--- config.mk ---
export PLATFORM = sky130hd
export DESIGN_NAME = symbol_unpack_repeat
export DESIGN_NICKNAME = d
export VERILOG_FILES = /design/src/rtl/symbol_unpack_pkg.sv /design/src/rtl/symbol_slice_shift.sv /design/src/rtl/symbol_unpack_repeat.sv
export SDC_FILE = /design/constraint.sdc
export NUM_CORES = 1
export LEC_CHECK = 0
export BUFFER_PORTS_ARGS = -buffer_cell sky130_fd_sc_hd__buf_2
export CAP_MARGIN = 20
export CORE_MARGIN = 3
export CORE_UTILIZATION = 45
export CTS_BUF_LIST = sky130_fd_sc_hd__clkbuf_8
export DETAILED_ROUTE_END_ITERATION = 12
export GPL_TIMING_DRIVEN = 0
export PLACE_DENSITY_LB_ADDON = 0.2
export SYNTH_ARGS = -nofsm -noshare
export SYNTH_HDL_FRONTEND = slang
export SYNTH_SLANG_ARGS = --single-unit
--- constraint.sdc ---
create_clock -name clk -period 3.95 [get_ports clk]
set_input_delay 0.395 -clock clk [delete_from_list [all_inputs] [get_ports clk]]
set_output_delay 0.395 -clock clk [all_outputs]
set_load 0.005 [all_outputs]
--- src/rtl/symbol_unpack_pkg.sv ---
// Shared definitions for the symbol unpacker / repeater.
//   BPS_*          : encodings of the bits-per-symbol select (0->1, 1->2, 2->4, 3->8)
//   bps_from_sel() : bit count for a select value
//   spw()          : symbols contained in one input word for a select value
//   state_t        : controller states
package symbol_unpack_pkg;

   localparam logic [1:0] BPS_1 = 2'd0;
   localparam logic [1:0] BPS_2 = 2'd1;
   localparam logic [1:0] BPS_4 = 2'd2;
   localparam logic [1:0] BPS_8 = 2'd3;

   typedef enum logic {
      ST_IDLE = 1'b0,
      ST_EMIT = 1'b1
   } state_t;

   function automatic int unsigned bps_from_sel(input logic [1:0] sel);
      return 32'd1 << sel;
   endfunction

   function automatic int unsigned spw(input int unsigned in_width, input logic [1:0] sel);
      return in_width >> sel;
   endfunction

endpackage

--- src/rtl/symbol_slice_shift.sv ---
// Word shift register with symbol extraction.
//   clk, reset_n : clock, asynchronous active-low reset (clears the register)
//   load         : capture load_data (has priority over shift)
//   load_data    : packed input word
//   shift        : advance by one symbol toward the slice end
//   bps          : bits-per-symbol select of the word in flight
//   msb_first    : 1 = symbols taken from the top of the word, 0 = from bit 0
//   sym          : current symbol, right-aligned, bits above bps forced to 0
module symbol_slice_shift
   import symbol_unpack_pkg::*;
#(
   parameter int IN_WIDTH = 32
) (
   input  logic                clk,
   input  logic                reset_n,
   input  logic                load,
   input  logic [IN_WIDTH-1:0] load_data,
   input  logic                shift,
   input  logic [1:0]          bps,
   input  logic                msb_first,
   output logic [7:0]          sym
);

   logic [IN_WIDTH-1:0] sh_q, sh_d;
   logic [3:0]          step;
   logic [7:0]          top8;

   assign step = 4'(bps_from_sel(bps));
   assign top8 = sh_q[IN_WIDTH-1 -: 8];

   // Consumed bits are shifted out, so a fully emitted word leaves the
   // register at zero and the output reads 0 while idle.
   always_comb begin
      sh_d = sh_q;
      if (load) begin
         sh_d = load_data;
      end else if (shift) begin
         sh_d = msb_first ? (sh_q << step) : (sh_q >> step);
      end
   end

   always_comb begin
      if (msb_first) begin
         sym = top8 >> (4'd8 - step);
      end else begin
         sym = sh_q[7:0] & (8'hFF >> (4'd8 - step));
      end
   end

   always_ff @(posedge clk or negedge reset_n) begin
      if (!reset_n) begin
         sh_q <= '0;
      end else begin
         sh_q <= sh_d;
      end
   end

endmodule

--- src/rtl/symbol_unpack_repeat.sv ---
// Symbol unpacker and repeater: slices packed words into 1/2/4/8-bit symbols
// and emits each symbol a programmable number of times.
//   clk, reset_n          : clock, asynchronous active-low reset
//   cfg_bps_sel           : bits per symbol select (0->1, 1->2, 2->4, 3->8)
//   cfg_repeat            : emissions per symbol (0 -> 1, >MAX_REPEAT -> MAX_REPEAT)
//   cfg_msb_first         : slice order within the word
//   in_tdata/in_tlast     : packed word and packet-end flag
//   in_tvalid/in_tready   : input handshake
//   out_tdata/out_tlast   : zero-extended symbol and packet-end flag
//   out_tvalid/out_tready : output handshake
//   busy                  : a word is held
module symbol_unpack_repeat
   import symbol_unpack_pkg::*;
#(
   parameter  int IN_WIDTH   = 32,
   parameter  int MAX_REPEAT = 16,
   parameter  int OUT_WIDTH  = 32,
   localparam int REP_W      = $clog2(MAX_REPEAT + 1)
) (
   input  logic                 clk,
   input  logic                 reset_n,
   input  logic [1:0]           cfg_bps_sel,
   input  logic [REP_W-1:0]     cfg_repeat,
   input  logic                 cfg_msb_first,
   input  logic [IN_WIDTH-1:0]  in_tdata,
   input  logic                 in_tlast,
   input  logic                 in_tvalid,
   output logic                 in_tready,
   output logic [OUT_WIDTH-1:0] out_tdata,
   output logic                 out_tlast,
   output logic                 out_tvalid,
   input  logic                 out_tready,
   output logic                 busy
);

   localparam int               IDX_W   = $clog2(IN_WIDTH);
   localparam logic [REP_W-1:0] MAX_REP = REP_W'(MAX_REPEAT);

   state_t             state_q, state_d;
   logic [IDX_W-1:0]   sym_idx_q, sym_idx_d;
   logic [REP_W-1:0]   rep_cnt_q, rep_cnt_d;
   logic [REP_W-1:0]   rep_q, rep_d;
   logic [1:0]         bps_q, bps_d;
   logic               msb_first_q, msb_first_d;
   logic               tlast_q, tlast_d;

   logic [REP_W-1:0]   rep_clamped;
   logic               last_sym, last_rep, last_emit;
   logic               in_hs, out_hs, shift;
   logic [7:0]         sym;

   always_comb begin
      if (cfg_repeat == '0) begin
         rep_clamped = REP_W'(1);
      end else if (cfg_repeat > MAX_REP) begin
         rep_clamped = MAX_REP;
      end else begin
         rep_clamped = cfg_repeat;
      end
   end

   assign busy      = (state_q == ST_EMIT);
   assign last_sym  = (sym_idx_q == IDX_W'(spw(IN_WIDTH, bps_q) - 1));
   assign last_rep  = (rep_cnt_q == (rep_q - REP_W'(1)));
   assign last_emit = busy && last_sym && last_rep;

   // Ready is held low while reset is asserted; otherwise a new word may be
   // taken in the same cycle the final emission of the current word leaves.
   assign in_tready = reset_n && (!busy || (last_emit && out_tready));
   assign in_hs     = in_tvalid && in_tready;
   assign out_hs    = busy && out_tready;
   assign shift     = out_hs && last_rep;

   assign out_tvalid = busy;
   assign out_tlast  = last_emit && tlast_q;
   assign out_tdata  = OUT_WIDTH'(sym);

   always_comb begin
      state_d     = state_q;
      sym_idx_d   = sym_idx_q;
      rep_cnt_d   = rep_cnt_q;
      rep_d       = rep_q;
      bps_d       = bps_q;
      msb_first_d = msb_first_q;
      tlast_d     = tlast_q;
      if (in_hs) begin
         state_d     = ST_EMIT;
         sym_idx_d   = '0;
         rep_cnt_d   = '0;
         rep_d       = rep_clamped;
         bps_d       = cfg_bps_sel;
         msb_first_d = cfg_msb_first;
         tlast_d     = in_tlast;
      end else if (out_hs) begin
         if (last_emit) begin
            state_d   = ST_IDLE;
            sym_idx_d = '0;
            rep_cnt_d = '0;
         end else if (!last_rep) begin
            rep_cnt_d = rep_cnt_q + REP_W'(1);
         end else begin
            rep_cnt_d = '0;
            sym_idx_d = sym_idx_q + IDX_W'(1);
         end
      end
   end

   always_ff @(posedge clk or negedge reset_n) begin
      if (!reset_n) begin
         state_q     <= ST_IDLE;
         sym_idx_q   <= '0;
         rep_cnt_q   <= '0;
         rep_q       <= '0;
         bps_q       <= BPS_1;
         msb_first_q <= 1'b0;
         tlast_q     <= 1'b0;
      end else begin
         state_q     <= state_d;
         sym_idx_q   <= sym_idx_d;
         rep_cnt_q   <= rep_cnt_d;
         rep_q       <= rep_d;
         bps_q       <= bps_d;
         msb_first_q <= msb_first_d;
         tlast_q     <= tlast_d;
      end
   end

   symbol_slice_shift #(
      .IN_WIDTH (IN_WIDTH)
   ) u_slice (
      .clk       (clk),
      .reset_n   (reset_n),
      .load      (in_hs),
      .load_data (in_tdata),
      .shift     (shift),
      .bps       (bps_q),
      .msb_first (msb_first_q),
      .sym       (sym)
   );

endmodule

==> impl_metrics.json, run 1 <==
{
  "final_hold_viol_count": 4,
  "end_kind": "primary output",
  "setup_viol": 0,
  "dp_hpwl_mm": 21.4,
  "die-area_um2": 15100,
  "clockBufferDepth": 2,
  "ys_types": 61,
  "syn_to_final_growth_pct": 11.8,
  "synth-compound-area-share_pct": 20.8,
  "yosys-top-cells-area": "dfrtp_1, mux4_2, mux2i_1",
  "critPathCapture": "out_tdata[1]",
  "ir_drop_mv": 0.283,
  "synth_common_cells": "nand2_1, mux2i_1, dfrtp_1, nor2_1, a21oi_1",
  "synth-adder-area-share_pct": 1.83,
  "detail-route-antenna-nets": 0,
  "r2r-start": "bps_q[1]",
  "core-area_um2": 13300,
  "final_nets": 864,
  "synthesis.area_um2": 6170,
  "antenna_found_initial": 1,
  "cts_root_buf": "clkbuf_8",
  "crit_path_max_incr_delay_ns": 0.51,
  "h-tree-depth": 2,
  "route.vias.total": 6776,
  "violations": "negative hold slack",
  "clock-sinks": 52,
  "yosysSeqAreaShare_pct": 21.1,
  "syn_avg_cell_area_um2": 8.51,
  "synth.largest_area_cell": "dfrtp_1",
  "critPathTopFamily": "buffers and inverters",
  "timing.slew.headroom_pct": 34.7,
  "fin_hold_ws_ns": -0.00977,
  "rsz0062_at_grt": "no",
  "ys_seq_elements": 52,
  "first_global_vias": 6659,
  "min_period_ns": 3.76,
  "clk_latency_ns": 0.35,
  "io_buffers": 55,
  "cts_tree": "done",
  "cp_num_buf_inv": 6,
  "crit_chain": "inv_1 -> ha_1 -> buf_2 -> buf_6 -> buf_6 -> buf_4 -> nand2b_1 -> nand3b_1 -> o21ai_1 -> mux2i_1 -> a21o_1 -> buf_2",
  "initial_core_util_pct": 46.2,
  "synth_edf_count": 0,
  "cp_max_fo": 10,
  "clk_pin_slew_ns": 0.12,
  "die_x_um": 123,
  "place_congestion": 1.04,
  "vias_per_cell": 6.87,
  "fin_util_pct": 51.7,
  "cts_setup_buffers": 0,
  "min_path_type": "in2async",
  "yosysMostFrequentCell": "nand2_1",
  "ys.flop_type": "dfrtp_1",
  "timing.final.crit_share_pct": 95.2,
  "drive_gt1_share_pct": 21.6,
  "fmax_mhz": 266,
  "synth_top_area_share_pct": 21.1,
  "cts_resized": 1,
  "routedWlPerCell_um": 29.3,
  "drv_slew": 0,
  "drc": 0,
  "slowest_stage": "dfrtp_1",
  "reg2reg_to": "u_slice.sh_q[10]",
  "async_flop_share_pct": 100,
  "antenna_cells": 0,
  "outcome": "complete, but fails checks",
  "grt_pass1_wl_mm": 42.6,
  "numCtsBuffers": 5,
  "fp.dieH_um": 123,
  "synth_xor_area_share_pct": 1.83,
  "cp_num_cells": 12,
  "synth_top_family_by_area": "multiplexers",
  "crit_required_ns": 3.56,
  "first_iter_violations": 938,
  "power_density_nw_per_um2": 808,
  "skew_ns": 0.00755,
  "cp.arrival_ns": 3.37,
  "grt_overflow": 0,
  "num_io_pins": 81,
  "grtUsageTotal_pct": 38.7,
  "drt-pass1-iter-count": 7,
  "ys_warn_count": 0,
  "wl_mm": 28.9,
  "setup_tns_ns": 0,
  "rr_worst_depth": 12,
  "synthCells": 725,
  "yosys.area_share.simple_pct": 16.3,
  "r2r_setup_slack_ns": 0.24,
  "maxCapViolCount": 0,
  "critPathLaunchType": "register",
  "crit_start": "bps_q[1]",
  "holdBufCountCts": 0,
  "rows": 42,
  "p_leak_uw": 0.00291,
  "crit_type": "reg2out",
  "tightestPinTransition_ns": 0.980,
  "synthMuxAreaShare_pct": 29.2,
  "grt_max_degree": 40
}
[routing by layer]
metal | up-vias | part of all wire [%] | global-route usage [%]
met1 | 3211 | 38 | 50.7
li1 | 2827 | - | -
met2 | 593 | 42 | 56.4
met4 | 4 | 6.1 | 20.0
met5 | - | 0.23 | 2.78
met3 | 141 | 13 | 13.0
[flip-flops by register name (all words and copies together) (netlist names)]
signal	count
u_slice.sh_q	32
rep_cnt_q	5
rep_q	5
sym_idx_q	5
bps_q	2
busy	1
msb_first_q	1
tlast_q	1
[worst min path at each step]
stage | to | startpoint
final | u_slice.sh_q[19] | reset_n
after global routing | u_slice.sh_q[19] | reset_n
after CTS | u_slice.sh_q[11] | reset_n
after detailed placement | u_slice.sh_q[19] | reset_n
after global placement | tlast_q | tlast_q
after floorplan | bps_q[0] | reset_n
[cell type report]
| cell class | instances | area, um2 |
|---|---|---|
| Tap cell | 176 | 220 |
| Buffer | 94 | 526 |
| Fill cell | 1333 | 6450 |
| Clock buffer | 5 | 68.8 |
| Timing Repair Buffer | 56 | 295 |
| Multi-Input combinational cell | 593 | 4400 |
| Clock inverter | 3 | 50.0 |
| Sequential cell | 52 | 1300 |
| Inverter | 8 | 30.0 |
[logic make-up after synthesis]
family,Yosys count
DFF,52
adders and majority gates,9
xor gates and xnor gates,12
buffers and inverters,103
AOI/OAI and AO/OA,193
and+or+nand+nor,225
muxes,130
other,1
[where the power goes]
part	internal (uW)	total (uW)	switching, uW	leakage [uW]
logic	1580	3940	2360	0.00223
registers	748	1190	446	0.000622
clock network	196	434	238	0.0000607
[through the flow]
step	hold slack [ns]	std cells	total power (uW)	area [um2]	worst slack [ns]
6_report	-0.00977	987	5570	6900	0.188
5_1_grt	0.0187	987	5820	6900	0.0401
4_1_cts	0.00591	987	5370	6890	0.146
3_5_place_dp	0.390	980	4920	6770	0.112
3_3_place_gp	0.464	979	4920	6750	0.0947
2_1_floorplan	0.0994	748	3640	6250	1.29
[layout by cell type (no fill, tap or decap), drive strengths merged, types with 3 or more instances in the layout]
| cell | instances |
|---|---|
| buf | 115 |
| nand2 | 111 |
| mux2i | 72 |
| dfrtp | 52 |
| nor2 | 44 |
| a21oi | 40 |
| clkbuf | 40 |
| mux4 | 38 |
| a31oi | 32 |
| o21ai | 31 |
| conb | 24 |
| mux2 | 20 |
| a211oi | 18 |
| nand3 | 17 |
| nor2b | 11 |
| o22ai | 10 |
| inv | 10 |
| nor3 | 9 |
| a22oi | 9 |
| ha | 9 |
| xnor2 | 8 |
| nand2b | 7 |
| o211ai | 7 |
| o221ai | 7 |
| or3 | 6 |
| a22o | 6 |
| a211o | 5 |
| o2111ai | 5 |
| and2 | 5 |
| a21o | 4 |
| xor2 | 4 |
| a41oi | 3 |
| a311oi | 3 |
No activity file was read; power rests on OpenSTA's default activity.
==> inputs of run 2 (changes only) <==
Settings changed: CTS_BUF_LIST sky130_fd_sc_hd__clkbuf_8 to default.
==> run 2 against run 1 <==
Net effect: wire length up 1.0%; worst hold slack better by 0.046 ns; clock skew about the same; clock-buffer cell count unchanged; via count up 0.72%; the run now ends clean; clock power up 30%; sequential share of layout area down 0.14 points; combinational power about the same; register-to-register slack worse by 0.06 ns; non-clock buffer count unchanged; first-iteration DRC count up 12%; fmax down 0.37%.
==> impl_metrics.json, run 2 (synthesized netlist as in run 1, its figures left out) <==
{
  "outcome": "completed",
  "first_iter_violations": 1052,
  "die-area_um2": 15100,
  "cp_num_buf_inv": 6,
  "fillers": 1321,
  "grt_max_degree": 40,
  "clk_latency_ns": 0.32,
  "rsz0062_at_grt": "no",
  "io_buffers": 55,
  "grt_pass1_wl_mm": 42.7,
  "final_cell_mix": "nand2_1, mux2i_1, buf_2",
  "critPathTopFamily": "buffers and inverters",
  "crit_required_ns": 3.56,
  "largest_reg_flops": 32,
  "maxCapViolCount": 0,
  "initial_core_util_pct": 46.2,
  "setup_tns_ns": 0,
  "pwr-share-comb_pct": 69.1,
  "multi_input_area_um2": 4400,
  "vias_per_cell": 6.91,
  "route.vias.total": 6825,
  "drc": 0,
  "wl_mm": 29.2,
  "timing.final.crit_share_pct": 95.6,
  "cell_internal_pwr_uw": 2630,
  "dp_hpwl_mm": 21.4,
  "final_common_cell": "nand2_1",
  "detail-route-antenna-nets": 0,
  "pwr-share-clk_pct": 9.9,
  "grtUsageTotal_pct": 38.8,
  "timing.slew.headroom_pct": 33.5,
  "cp_max_fo": 10,
  "clockBufferDepth": 2,
  "fp.dieH_um": 123,
  "die_x_um": 123,
  "end_kind": "primary output",
  "cp.arrival_ns": 3.38,
  "numCtsBuffers": 5,
  "r2r_setup_slack_ns": 0.18,
  "power_density_nw_per_um2": 822,
  "min_path_type": "in2async",
  "syn_to_final_growth_pct": 12.6,
  "critPathLaunchType": "register",
  "routedWlPerCell_um": 29.6,
  "crit_type": "reg2out",
  "h-tree-depth": 2,
  "fin_hold_ws_ns": 0.0361,
  "crit_path_max_incr_delay_ns": 0.50,
  "final_hold_viol_count": 0,
  "drv_slew": 0,
  "r2r-start": "bps_q[1]",
  "crit_chain": "inv_1 -> ha_1 -> buf_2 -> buf_4 -> buf_6 -> buf_4 -> mux2i_1 -> nand2_1 -> o21ai_0 -> mux2i_1 -> a21o_1 -> buf_2",
  "drive_gt1_share_pct": 21.6,
  "clk_pin_slew_ns": 0.09,
  "grt_overflow": 0,
  "min_period_ns": 3.78,
  "skew_ns": 0.00712,
  "cts_setup_buffers": 0,
  "tightestPinTransition_ns": 0.997,
  "antenna_cells": 0,
  "place_congestion": 1.04,
  "slowest_stage": "dfrtp_1",
  "final_nets": 864,
  "switching_power_uw": 3080,
  "antenna_found_initial": 0,
  "regArea_um2": 1300,
  "core-area_um2": 13300,
  "rows": 42,
  "drt-pass1-iter-count": 7,
  "rr_worst_depth": 12,
  "seqPwrFrac_pct": 21.0,
  "swShare_pct": 53.9,
  "first_global_vias": 6663,
  "reg2reg_to": "u_slice.sh_q[10]",
  "top_register": "u_slice.sh_q",
  "cts_tree": "done",
  "clock-sinks": 52,
  "num_io_pins": 81,
  "cts_root_buf": "clkbuf_16",
  "p_leak_uw": 0.00294,
  "setup_viol": 0,
  "ir_drop_mv": 0.282,
  "fmax_mhz": 265
}
run 2: power by group through the flow:
stage          clock network (uW)  logic (uW)  registers, uW
4_1_cts                       570        3760           1160
3_5_place_dp                    0        3750           1170
2_1_floorplan                   0        2650            982
5_1_grt                       584        4160           1200
3_3_place_gp                    0        3760           1160
6_report                      566        3950           1200
run 2: worst max path at each step:
stage	cells past startpoint	to	slack (ns)	from
after floorplan	11	out_tdata[0]	1.29	bps_q[1]
after global placement	10	out_tdata[1]	0.09	bps_q[1]
after detailed placement	10	out_tdata[1]	0.11	bps_q[1]
after CTS	12	out_tdata[1]	0.19	bps_q[1]
after global routing	12	out_tdata[0]	0.03	bps_q[1]
final	12	out_tdata[1]	0.17	bps_q[1]
run 2: final cells by class:
type	count	share of cell area (%)
multi-input cells	593	63.4
clock buffers	5	1.80
repair buffers	56	4.25
flip-flops and latches	52	18.7
well taps	176	3.17
clock inverters	3	0.720
inverters	8	0.432
plain buffers	94	7.51
run 2: layer usage:
layer  up-vias  wire (um)  global-route usage, %
met4         2       1660                   19.3
li1       2832          -                      -
met1      3251      11400                   51.7
met5         -         58                   2.78
met3       129       3730                   11.9
met2       611      12400                   56.7
run 2: timing repair:
action                     4_1_cts  5_1_grt
setup endpoints to repair        2        3
resized for setup                0        4
hold buffers                     0        0
pin swaps                        0        0
run 2: metrics by stage:
stage               setup WS (ns)  area, um2  utilization (%)  instances  power [uW]
CTS                         0.187       6940             52.0        987        5490
floorplan                    1.29       6250                -        748        3640
global placement           0.0947       6750             50.6        979        4920
global route               0.0338       6950             52.1        987        5950
detailed placement          0.112       6770             50.7        980        4920
finish                      0.175       6950             52.1        987        5710
==> inputs of run 3 (changes only) <==
Settings changed: CAP_MARGIN 20 to 25, RECOVER_POWER from default to 50.
==> run 3 against run 2 <==
Net effect: worst setup slack got worse by 0.0039 ns; die area did not move; sequential power barely moved; core utilization barely moved; non-clock buffer count did not move; global-route usage did not move; power barely moved; sequential cell count did not move; critical path depth did not move.
==> impl_metrics.json, run 3 (synthesized netlist as in run 1, its figures left out) <==
{
  "grtUsageTotal_pct": 38.8,
  "drv_slew": 0,
  "end_kind": "register",
  "final_nets": 864,
  "timing.final.crit_share_pct": 95.7,
  "tightestPinTransition_ns": 1.21,
  "numCtsBuffers": 5,
  "crit_path_max_incr_delay_ns": 0.52,
  "die-area_um2": 15100,
  "fin_util_pct": 52.0,
  "crit_required_ns": 4.14,
  "rsz0062_at_grt": "no",
  "crit_chain": "inv_1 -> ha_1 -> buf_2 -> buf_4 -> buf_4 -> buf_6 -> mux2i_1 -> mux2i_1 -> a211oi_1 -> a21oi_1 -> o211ai_1 -> a21oi_1",
  "holdBufCountCts": 0,
  "power_density_nw_per_um2": 822,
  "timing.slew.headroom_pct": 19.2,
  "cp_num_buf_inv": 5,
  "clk_latency_ns": 0.32,
  "routedWlPerCell_um": 29.5,
  "cts_setup_buffers": 0,
  "drt-pass1-iter-count": 6,
  "syn_to_final_growth_pct": 12.6,
  "first_global_vias": 6663,
  "fmax_mhz": 265,
  "maxCapViolCount": 0,
  "grt_max_degree": 40,
  "fp.dieH_um": 123,
  "skew_ns": 0.00654,
  "antenna_cells": 0,
  "top_register": "u_slice.sh_q",
  "rows": 42,
  "final_hold_viol_count": 0,
  "grt_overflow": 0,
  "critPathTopFamily": "buffers and inverters",
  "clk_pin_slew_ns": 0.09,
  "drc": 0,
  "io_buffers": 55,
  "slowest_stage": "mux2i_1",
  "grt_pass1_wl_mm": 42.7,
  "antenna_found_initial": 0,
  "drive_gt1_share_pct": 21.5,
  "cp.arrival_ns": 3.97,
  "clockBufferDepth": 2,
  "clock-sinks": 52,
  "first_iter_violations": 1051,
  "dp_hpwl_mm": 21.4,
  "min_period_ns": 3.78,
  "final_common_cell": "nand2_1",
  "critPathLaunchType": "register",
  "num_io_pins": 81,
  "cts_tree": "done",
  "crit_type": "reg2reg",
  "place_congestion": 1.04,
  "h-tree-depth": 2,
  "outcome": "completed",
  "p_leak_uw": 0.00293,
  "final_cell_mix": "nand2_1, mux2i_1, buf_2",
  "cts_root_buf": "clkbuf_16",
  "vias_per_cell": 6.91,
  "initial_core_util_pct": 46.2,
  "setup_tns_ns": 0,
  "core-area_um2": 13300,
  "fin_cells": 987,
  "die_x_um": 123,
  "setup_viol": 0,
  "route.vias.total": 6822,
  "fin_hold_ws_ns": 0.267,
  "min_path_type": "in2reg",
  "wl_mm": 29.2,
  "dpl.cell_count": 980,
  "ir_drop_mv": 0.281,
  "largest_reg_flops": 32,
  "detail-route-antenna-nets": 0,
  "cp_max_fo": 10
}
-- run 3: routing by layer --
metal  track usage, %  wire length [um]
met5             2.78                58
met4             19.3              1750
met3             11.9              3670
met2             56.7             12300
met1             51.7             11400
-- run 3: metrics by stage --
step	total power [uW]	setup WS [ns]	instance area, um2
CTS	5490	0.187	6940
global route	5940	0.0338	6950
global placement	4920	0.0947	6750
finish	5710	0.171	6950
floorplan	3640	1.29	6250
detailed placement	4920	0.112	6770
-- run 3: power by group --
group	switching, uW	total (uW)	internal [uW]
Combinational	2380	3950	1570
Sequential	447	1200	749
Clock	259	566	308
-- run 3: final cells by class --
type,instances,area (um2)
clock inverter,3,50.0
buffer,94,522
timing repair buffer,56,294
multi-input combinational,593,4400
clock buffer,5,125
sequential,52,1300
tap,176,220
inverter,8,30.0
fill,1321,6400
-- run 3: worst paths after layout --
| path | from | endpoint | slack (ns) | cells after the start |
|---|---|---|---|---|
| min in group asynchronous | reset_n | u_slice.sh_q[19] | 0.30 | 1 |
| hold reg to reg | tlast_q | tlast_q | 0.49 | 2 |
| setup reg to reg | bps_q[1] | u_slice.sh_q[10] | 0.17 | 12 |
| setup / recovery | bps_q[1] | u_slice.sh_q[10] | 0.17 | 12 |
| hold / removal | in_tlast | tlast_q | 0.27 | 3 |
| max in group asynchronous | reset_n | u_slice.sh_q[8] | 2.83 | 2 |
-- run 3: tightest hold or removal path, delay by kind of cell --
kind	cells	cell delay [ns]
buffers and inverters	1	0.07
AND/OR/NAND/NOR	2	0.09
-- run 3: what timing repair did --
item | CTS | global route
endpoints found under the setup margin | 2 | 3
gates resized for setup | 0 | 4
cloned | 0 | 0
